[src/rtl/seq_pattern_gen.sv]
// Serial bit-pattern transmitter. Loads a 1..PW bit pattern and shifts it out
// MSB-first (pattern_i[len_i-1] first), one bit per clk, with a repeat count
// and a programmable idle gap between repetitions.
//
// Ports:
//   clk, rst_n      clock (rising edge), asynchronous active-low reset
//   start_i         transfer request, accepted only while ready_o=1
//   pattern_i       bits to send
//   len_i           bits per repetition, legal range 1..PW
//   repeat_n_i      number of repetitions, 0 treated as 1
//   gap_i           idle cycles between repetitions
//   abort_i         synchronous cancel of the current transfer
//   ready_o         1 while idle (decoded from state, not registered)
//   bout_o          serial data, 0 whenever bvalid_o=0
//   bvalid_o        bout_o carries a pattern bit
//   frame_start_o   pulse with the first bit of each repetition
//   done_o          pulse after the last bit of the last repetition
//   err_o           pulse when start_i is rejected for an illegal len_i
module seq_pattern_gen #(
  parameter int unsigned PW = 8,
  parameter int unsigned LW = 4,
  parameter int unsigned CW = 8,
  parameter int unsigned GW = 4
) (
  input  logic          clk,
  input  logic          rst_n,
  input  logic          start_i,
  input  logic [PW-1:0] pattern_i,
  input  logic [LW-1:0] len_i,
  input  logic [CW-1:0] repeat_n_i,
  input  logic [GW-1:0] gap_i,
  input  logic          abort_i,
  output logic          ready_o,
  output logic          bout_o,
  output logic          bvalid_o,
  output logic          frame_start_o,
  output logic          done_o,
  output logic          err_o
);

  typedef enum logic [1:0] {
    S_IDLE  = 2'd0,
    S_SHIFT = 2'd1,
    S_GAP   = 2'd2,
    S_DONE  = 2'd3
  } state_e;

  state_e        state_q;
  logic [PW-1:0] pat_q;
  logic [LW-1:0] len_q;
  logic [LW-1:0] idx_q;
  logic [CW-1:0] rep_q;
  logic [GW-1:0] gap_q;
  logic [GW-1:0] gcnt_q;
  logic          bout_q;
  logic          bvalid_q;
  logic          frame_start_q;
  logic          done_q;
  logic          err_q;

  // Select one bit of a pattern; an out-of-range index yields 0.
  function automatic logic pick_bit(input logic [PW-1:0] v, input logic [LW-1:0] s);
    logic b;
    b = 1'b0;
    for (int unsigned i = 0; i < PW; i++) begin
      if (LW'(i) == s) b = v[i];
    end
    return b;
  endfunction

  logic          len_ok;
  logic          last_bit;
  logic [LW-1:0] idx_inc;
  logic          first_new;
  logic          first_rep;
  logic          next_bit;

  // Next-bit selection: first bit of a new request, first bit of a repeat,
  // and the bit following the one currently on bout.
  always_comb begin
    len_ok    = (len_i != '0) && (32'(len_i) <= PW);
    last_bit  = (idx_q == (len_q - LW'(1)));
    idx_inc   = idx_q + LW'(1);
    first_new = pick_bit(pattern_i, len_i - LW'(1));
    first_rep = pick_bit(pat_q, len_q - LW'(1));
    next_bit  = pick_bit(pat_q, len_q - LW'(1) - idx_inc);
  end

  // Control FSM with registered outputs.
  always_ff @(posedge clk or negedge rst_n) begin
    if (!rst_n) begin
      state_q       <= S_IDLE;
      pat_q         <= '0;
      len_q         <= '0;
      idx_q         <= '0;
      rep_q         <= '0;
      gap_q         <= '0;
      gcnt_q        <= '0;
      bout_q        <= 1'b0;
      bvalid_q      <= 1'b0;
      frame_start_q <= 1'b0;
      done_q        <= 1'b0;
      err_q         <= 1'b0;
    end else begin
      frame_start_q <= 1'b0;
      done_q        <= 1'b0;
      err_q         <= 1'b0;
      if (abort_i && (state_q != S_IDLE)) begin
        // Cancel: straight back to idle, no done pulse.
        state_q  <= S_IDLE;
        idx_q    <= '0;
        rep_q    <= '0;
        gcnt_q   <= '0;
        bout_q   <= 1'b0;
        bvalid_q <= 1'b0;
      end else begin
        case (state_q)
          S_IDLE: begin
            // abort_i in idle suppresses a simultaneous start_i.
            if (start_i && !abort_i) begin
              if (len_ok) begin
                state_q       <= S_SHIFT;
                pat_q         <= pattern_i;
                len_q         <= len_i;
                rep_q         <= (repeat_n_i == '0) ? CW'(1) : repeat_n_i;
                gap_q         <= gap_i;
                idx_q         <= '0;
                gcnt_q        <= '0;
                bout_q        <= first_new;
                bvalid_q      <= 1'b1;
                frame_start_q <= 1'b1;
              end else begin
                err_q <= 1'b1;
              end
            end
          end
          S_SHIFT: begin
            if (last_bit) begin
              idx_q <= '0;
              if (rep_q > CW'(1)) begin
                rep_q <= rep_q - CW'(1);
                if (gap_q != '0) begin
                  state_q  <= S_GAP;
                  gcnt_q   <= gap_q - GW'(1);
                  bout_q   <= 1'b0;
                  bvalid_q <= 1'b0;
                end else begin
                  bout_q        <= first_rep;
                  frame_start_q <= 1'b1;
                end
              end else begin
                state_q  <= S_DONE;
                rep_q    <= '0;
                bout_q   <= 1'b0;
                bvalid_q <= 1'b0;
                done_q   <= 1'b1;
              end
            end else begin
              idx_q  <= idx_inc;
              bout_q <= next_bit;
            end
          end
          S_GAP: begin
            // gcnt_q was loaded with gap-1, so the gap spans exactly gap_q cycles.
            if (gcnt_q == '0) begin
              state_q       <= S_SHIFT;
              idx_q         <= '0;
              bout_q        <= first_rep;
              bvalid_q      <= 1'b1;
              frame_start_q <= 1'b1;
            end else begin
              gcnt_q <= gcnt_q - GW'(1);
            end
          end
          S_DONE: begin
            state_q <= S_IDLE;
          end
          default: begin
            state_q <= S_IDLE;
          end
        endcase
      end
    end
  end

  assign ready_o       = (state_q == S_IDLE);
  assign bout_o        = bout_q;
  assign bvalid_o      = bvalid_q;
  assign frame_start_o = frame_start_q;
  assign done_o        = done_q;
  assign err_o         = err_q;

endmodule

[config.mk]
export PLATFORM = sky130hd
export DESIGN_NAME = seq_pattern_gen
export DESIGN_NICKNAME = d
export VERILOG_FILES = /design/src/rtl/seq_pattern_gen.sv
export SDC_FILE = /design/constraint.sdc
export NUM_CORES = 1
export LEC_CHECK = 0
export ABC_AREA = 1
export CELL_PAD_IN_SITES_DETAIL_PLACEMENT = 1
export CELL_PAD_IN_SITES_GLOBAL_PLACEMENT = 2
export CORE_MARGIN = 2
export CORE_UTILIZATION = 29
export DETAILED_ROUTE_END_ITERATION = 16
export GPL_ROUTABILITY_DRIVEN = 0
export GPL_TIMING_DRIVEN = 0
export MAX_ROUTING_LAYER = met4
export PLACE_DENSITY_LB_ADDON = 0.05
export SYNTH_ARGS = -nofsm -noshare
export SYNTH_HDL_FRONTEND = slang
export SYNTH_SLANG_ARGS = --single-unit
[constraint.sdc]
create_clock -name clk -period 2.3 [get_ports clk]
set_input_delay 0.69 -clock clk [delete_from_list [all_inputs] [get_ports clk]]
set_output_delay 0.69 -clock clk [all_outputs]
set_load 0.01 [all_outputs]
* Word-level counts from Yosys, hierarchy flattened
Index checks and enable logic that the tools add are counted.
Widths: inputs -> output; s select.
** Storage, ports and cells
- Bits of input ports :: 28
- Flip-flop bits (word level) :: 39
- Output and inout bits :: 6
- Logic and storage cells :: 159
** Operators by class
- Reduce and logical (&&, ||, !) cells :: 21
- Bitwise gates (word level) :: 1
- Muxes and demuxes :: 83
- Equal/unequal tests :: 33
- Add/subtract/negate cells :: 7
- Order comparisons :: 2
** Operator list (count)
- $mux 1 :: 53
- $eq 3x4->1 const A :: 12
- $mux 8 :: 6
- $mux 4 :: 10
- $eq 2x4->1 const A :: 6
- $pmux 4 s3 :: 2
- $logic_not 4->1 :: 4
- $pmux 8 s2 :: 1
- $sub 4x1->4 const B :: 4
- $ne 3x3->1 const B :: 5
- $mux 2 :: 7
- $eq 1x4->1 const A :: 3
- $reduce_and 4->1 :: 3
- $reduce_bool 4->1 :: 3
- $pmux 1 s3 :: 3
- $gt 8x1->1 const B :: 1
- $logic_not 8->1 :: 1
- $pmux 2 s4 :: 1
- $sub 8x1->8 const B :: 1
- $reduce_and 7->1 :: 1
- $ne 3x1->1 const B :: 2
- $reduce_and 6->1 :: 1
- $reduce_and 5->1 :: 1
- $add 4x1->4 const B :: 1
- 12 further kinds :: 15

* Depth between registers and ports, before layout
- Depth after elaboration :: 15
- Gate-level depth with buffers :: 18
- Depth with buffers taken out :: 18

* Worst setup path after synthesis
OpenSTA, ideal clock, no wires.
- Kind :: reg2reg
- From :: register len_q[1]
- To :: register bout_q (netlist: bout_o)
- Required time :: 2184 ps
- Slack :: 74 ps
- Stages on the path, launching flop included :: 16
- Period minus slack after synthesis :: 2226 ps
- Buffers on the path :: 0
- Library setup time :: 116 ps
- Data arrival time :: 2110 ps
- Cells stage by stage :: dfrtp_1 inv_1 ha_1 inv_1 fa_1 nand2_1 nor2_1 nor2_1 nand2_1 nand2_1 nand2_1 nor2_1 nand2_1 nand3_1 nand2_1 nand2_1
** Between the ends
- Word-level cells in the longest chain between the ends :: 15
- Elaborated cells on any way between the ends :: 41
- Classes of those cells :: 2 x add/sub; 15 x eq/ne; 22 x mux; 2 x reduce/logical
** Ends and longest elaborated chain
- from (decl) :: RTL line 50 : logic [LW-1:0] len_q;
- from (signal assigned) :: RTL line 124 : len_q <= len_i;
- $sub 4x1->4 (*) :: RTL line 82, 85, 86
- parallel branches: the longest is 12 deep, another holds $sub 4x4->4
- $pmux 1 s3 (*) :: RTL line 117 : case (state_q)
- $mux 1 (*) :: RTL line 108 : if (abort_i && (state_q != S_IDLE)) begin
- to (signal assigned) :: RTL line 129 : bout_q <= first_new;
- to (signal assigned) :: RTL line 148 : bout_q <= first_rep;
- to (signal assigned) :: RTL line 160 : bout_q <= next_bit;
- to (decl) :: RTL line 55 : logic bout_q;
Every way passes the cells marked *. The select of a mux whose other input is x is not followed.
A chain may end at the register's enable or synchronous reset.

* Final worst setup path
- From :: register len_q[0]
- To :: register bout_q (netlist: bout_o)
Same word-level chain as after synthesis.

==> impl_metrics.ini <==
[status]
status = finished with violations
violations = negative setup slack

[worst_setup_path]
arrival_ns = 2.51
end_kind = flop
crit_start = len_q[0]$_DFFE_PN0P_
critPathRequiredTime_ns = 2.50
rr_endpoint = bout_o$_DFFE_PN0P_
r2r_setup_slack_ns = -0.008
reg2regPathDepth = 15
crit_type = flop to flop
r2r_start = len_q[0]$_DFFE_PN0P_
crit_fanout = 6
start_kind = flop

[worst_hold_path]
min_path_type = input pin to async pin

[clock_network]
hold_buffers = 0
cts_root_buf = clkbuf_8
cts_tree = yes
clock_latency_ns = 0.30
htree_levels = 2
cts.path.max_buffers = 2
clkSinkCount = 39
numCtsBuffers = 5
clkTransAtPathRegs_ns = 0.09

[die]
placement_rows = 36
die_h_um = 104.0
design.die.area_um2 = 10820
core_um2 = 9729
start_util_pct = 29.81
num_io_pins = 34
die_w_um = 104.0

[timing]
fin_skew_ns = 0.01632
rsz0062_at_grt = true
finalCritPeriodShare_pct = 100.3
worst_slew_pin_slew_ns = 0.5565
slew_headroom_pct = 62.90
fmax_ghz = 0.4334
min_period_ns = 2.308
setup_viol = 1
setup_slack_ns = -0.007566
drv_slew = 0
hold_viol = 0

[finish]
nFillCells = 1263
area_growth_pct = 27.74
final_cells = 580
num-nets-final = 491
multi_input_area_um2 = 1740
diodes = 0
seq_area_um2 = 980.9
drive_above_1_share_pct = 19.24
fin_area_um2 = 3705

[pwr]
cellPowerDensity_nw_per_um2 = 1489
ir_worst_vdd_mv = 0.4512
fin_total_pwr_w = 0.005515
p_int_w = 0.002811
combPwrFrac_pct = 66.1
p_leak_nw = 1.764
switching_share_pct = 49.03
power.switching_w = 0.002704
p_seq_share_pct = 22.5
pwr-share-clk_pct = 11.4

[synthesis]
synth-simple-area-share_pct = 34.43
synth_fp_nets = 439
synth_top_area_share_pct = 33.65
synth-edff-count = 0
synth_common_cells = nand2_1, inv_1, dfrtp_1
syn_area_per_cell_um2 = 7.361
synth_top_cell_by_area = dfrtp_1
synthCells = 394
ys_ff_latch = 39
synth_warnings = 0
synthTopCellsByArea = dfrtp_1, nand2_1, ha_1
synth_top_family_by_area = simple AND/OR/NAND/NOR gates
post-synth-top-count-cell = nand2_1
synth_fa_ha_area_share_pct = 7.593
async_flop_share_pct = 100.0
synthMuxAreaShare_pct = 2.330
synth_compound_area_share_pct = 11.43
syn-cell-area_um2 = 2900
synth_top_flop_cell = dfrtp_1
synthXorXnorAreaFrac_pct = 2.114
yosysSeqAreaShare_pct = 33.65
synth.distinct_cells = 37

[routing]
wl_per_cell_um = 13.51
vias = 2651
drc_errors = 0
drtAntennaViolNets = 0
via_per_inst = 4.571
routed_wl_um = 7835
drt_iter0_drc = 64
drt-pass1-iter-count = 4

[place]
port_buffers = 33
dpl-instance-area_um2 = 3420
dp_slack_ns = -0.3398
dpl.cell_count = 561
dp_hpwl_um = 6301

[grt]
antenna_found_initial = 0
grt_pass1_wl_um = 13250
grt_max_degree = 21
grt.overflow.total = 0
grt_pass1_vias = 2711
grtUsageTotal_pct = 15.65

[job]
max_cap_viol_count = 0
-- final cells by class --
cell class | count | share of cell area [%]
Clock buffer | 6 | 2.229
Inverter | 54 | 5.640
Clock inverter | 2 | 1.047
Tap cell | 133 | 4.492
Timing Repair Buffer | 46 | 12.02
Multi-Input combinational cell | 295 | 46.98
Buffer | 5 | 1.114
Sequential cell | 39 | 26.48
-- cell usage in the layout, fill, tap and decap left out, drive strengths merged, types with 2 or more instances in the layout --
cell	instances
nand2	115
inv	54
nor2	44
dfrtp	39
nand3	38
o21ai	37
clkdlybuf4s50	31
buf	18
ha	16
a21oi	14
clkbuf	7
mux2	6
nand4	6
xor2	4
xnor2	3
nor3	3
nor3b	2
o31ai	2
-- critical path: stages, from the launching register on --
cell and delay, ns:
dfrtp_2 0.41, clkinvlp_4 0.12, ha_4 0.29, inv_2 0.05, fa_2 0.66, inv_2 0.06, nand3_2 0.05, nand3_1 0.09
nand2_1 0.09, nand2_2 0.06, nand2_1 0.06, nor2_1 0.04, nand2_1 0.07, nand3_1 0.06, nand2_1 0.05, nand2_1 0.05
-- stage by stage --
| stage | setup TNS, ns | utilization, % | hold slack [ns] |
|---|---|---|---|
| after detailed placement | -5.907 | 35.15 | 0.4746 |
| after global placement | -31.49 | 34.92 | 0.4573 |
| after global routing | -0.1648 | 38.08 | 0.3813 |
| after floorplan | 0 | - | 0.3944 |
| final | -0.007566 | 38.08 | 0.3766 |
| after CTS | 0 | 37.06 | 0.3787 |
-- power groups by stage --
stage               Combinational, W  Sequential (W)  Clock (W)
global placement             0.00324         0.00126          0
finish                       0.00365         0.00124   0.000628
floorplan                    0.00249         0.00118          0
detailed placement           0.00331         0.00127          0
CTS                          0.00349         0.00124   0.000647
global route                 0.00421         0.00129   0.000680
-- state kept, by name, summed over array words and instances, names as in the netlist, 2 cells and up --
name     count
len_q        4
pat_q        8
state_q      2
rep_q        8
gap_q        4
idx_q        4
gcnt_q       4
-- worst max-delay path by stage --
| stage | endpoint | slack [ns] | cells after the start |
|---|---|---|---|
| 2_1_floorplan | bout_o$_DFFE_PN0P_ | 0.07 | 15 |
| 3_3_place_gp | gcnt_q[3]$_DFFE_PN0P_ | -0.66 | 1 |
| 3_5_place_dp | bout_o$_DFFE_PN0P_ | -0.34 | 15 |
| 4_1_cts | bout_o$_DFFE_PN0P_ | 0.0005 | 15 |
| 5_1_grt | bout_o$_DFFE_PN0P_ | -0.16 | 15 |
| 6_report | bout_o$_DFFE_PN0P_ | -0.008 | 15 |
-- timing repair --
item / 4_1_cts / 5_1_grt
resized for setup: 10 / 20
setup endpoints to repair: 2 / 15
buffers inserted: 4 / 8
endpoints found under the hold margin: 0 / 0
pin swaps: 3 / 11
-- routing by layer --
layer | up-vias | wire length (µm) | part of all wire, % | track usage [%]
met5 | - | 0 | 0 | -
li1 | 1372 | - | - | -
met2 | 29 | 3566 | 46 | 24.01
met1 | 1244 | 4033 | 51 | 21.82
met4 | 0 | 60 | 0.77 | 3.282
met3 | 6 | 175 | 2.2 | 2.632
-- cell families after synthesis --
kind of cell	after synthesis
buffers and inverters	60
and+or+nand+nor	208
xor gates and xnor gates	7
DFF	39
AOI/OAI and AO/OA	57
adders and majority gates	17
muxes	6
(Power assumes the default switching activity.)
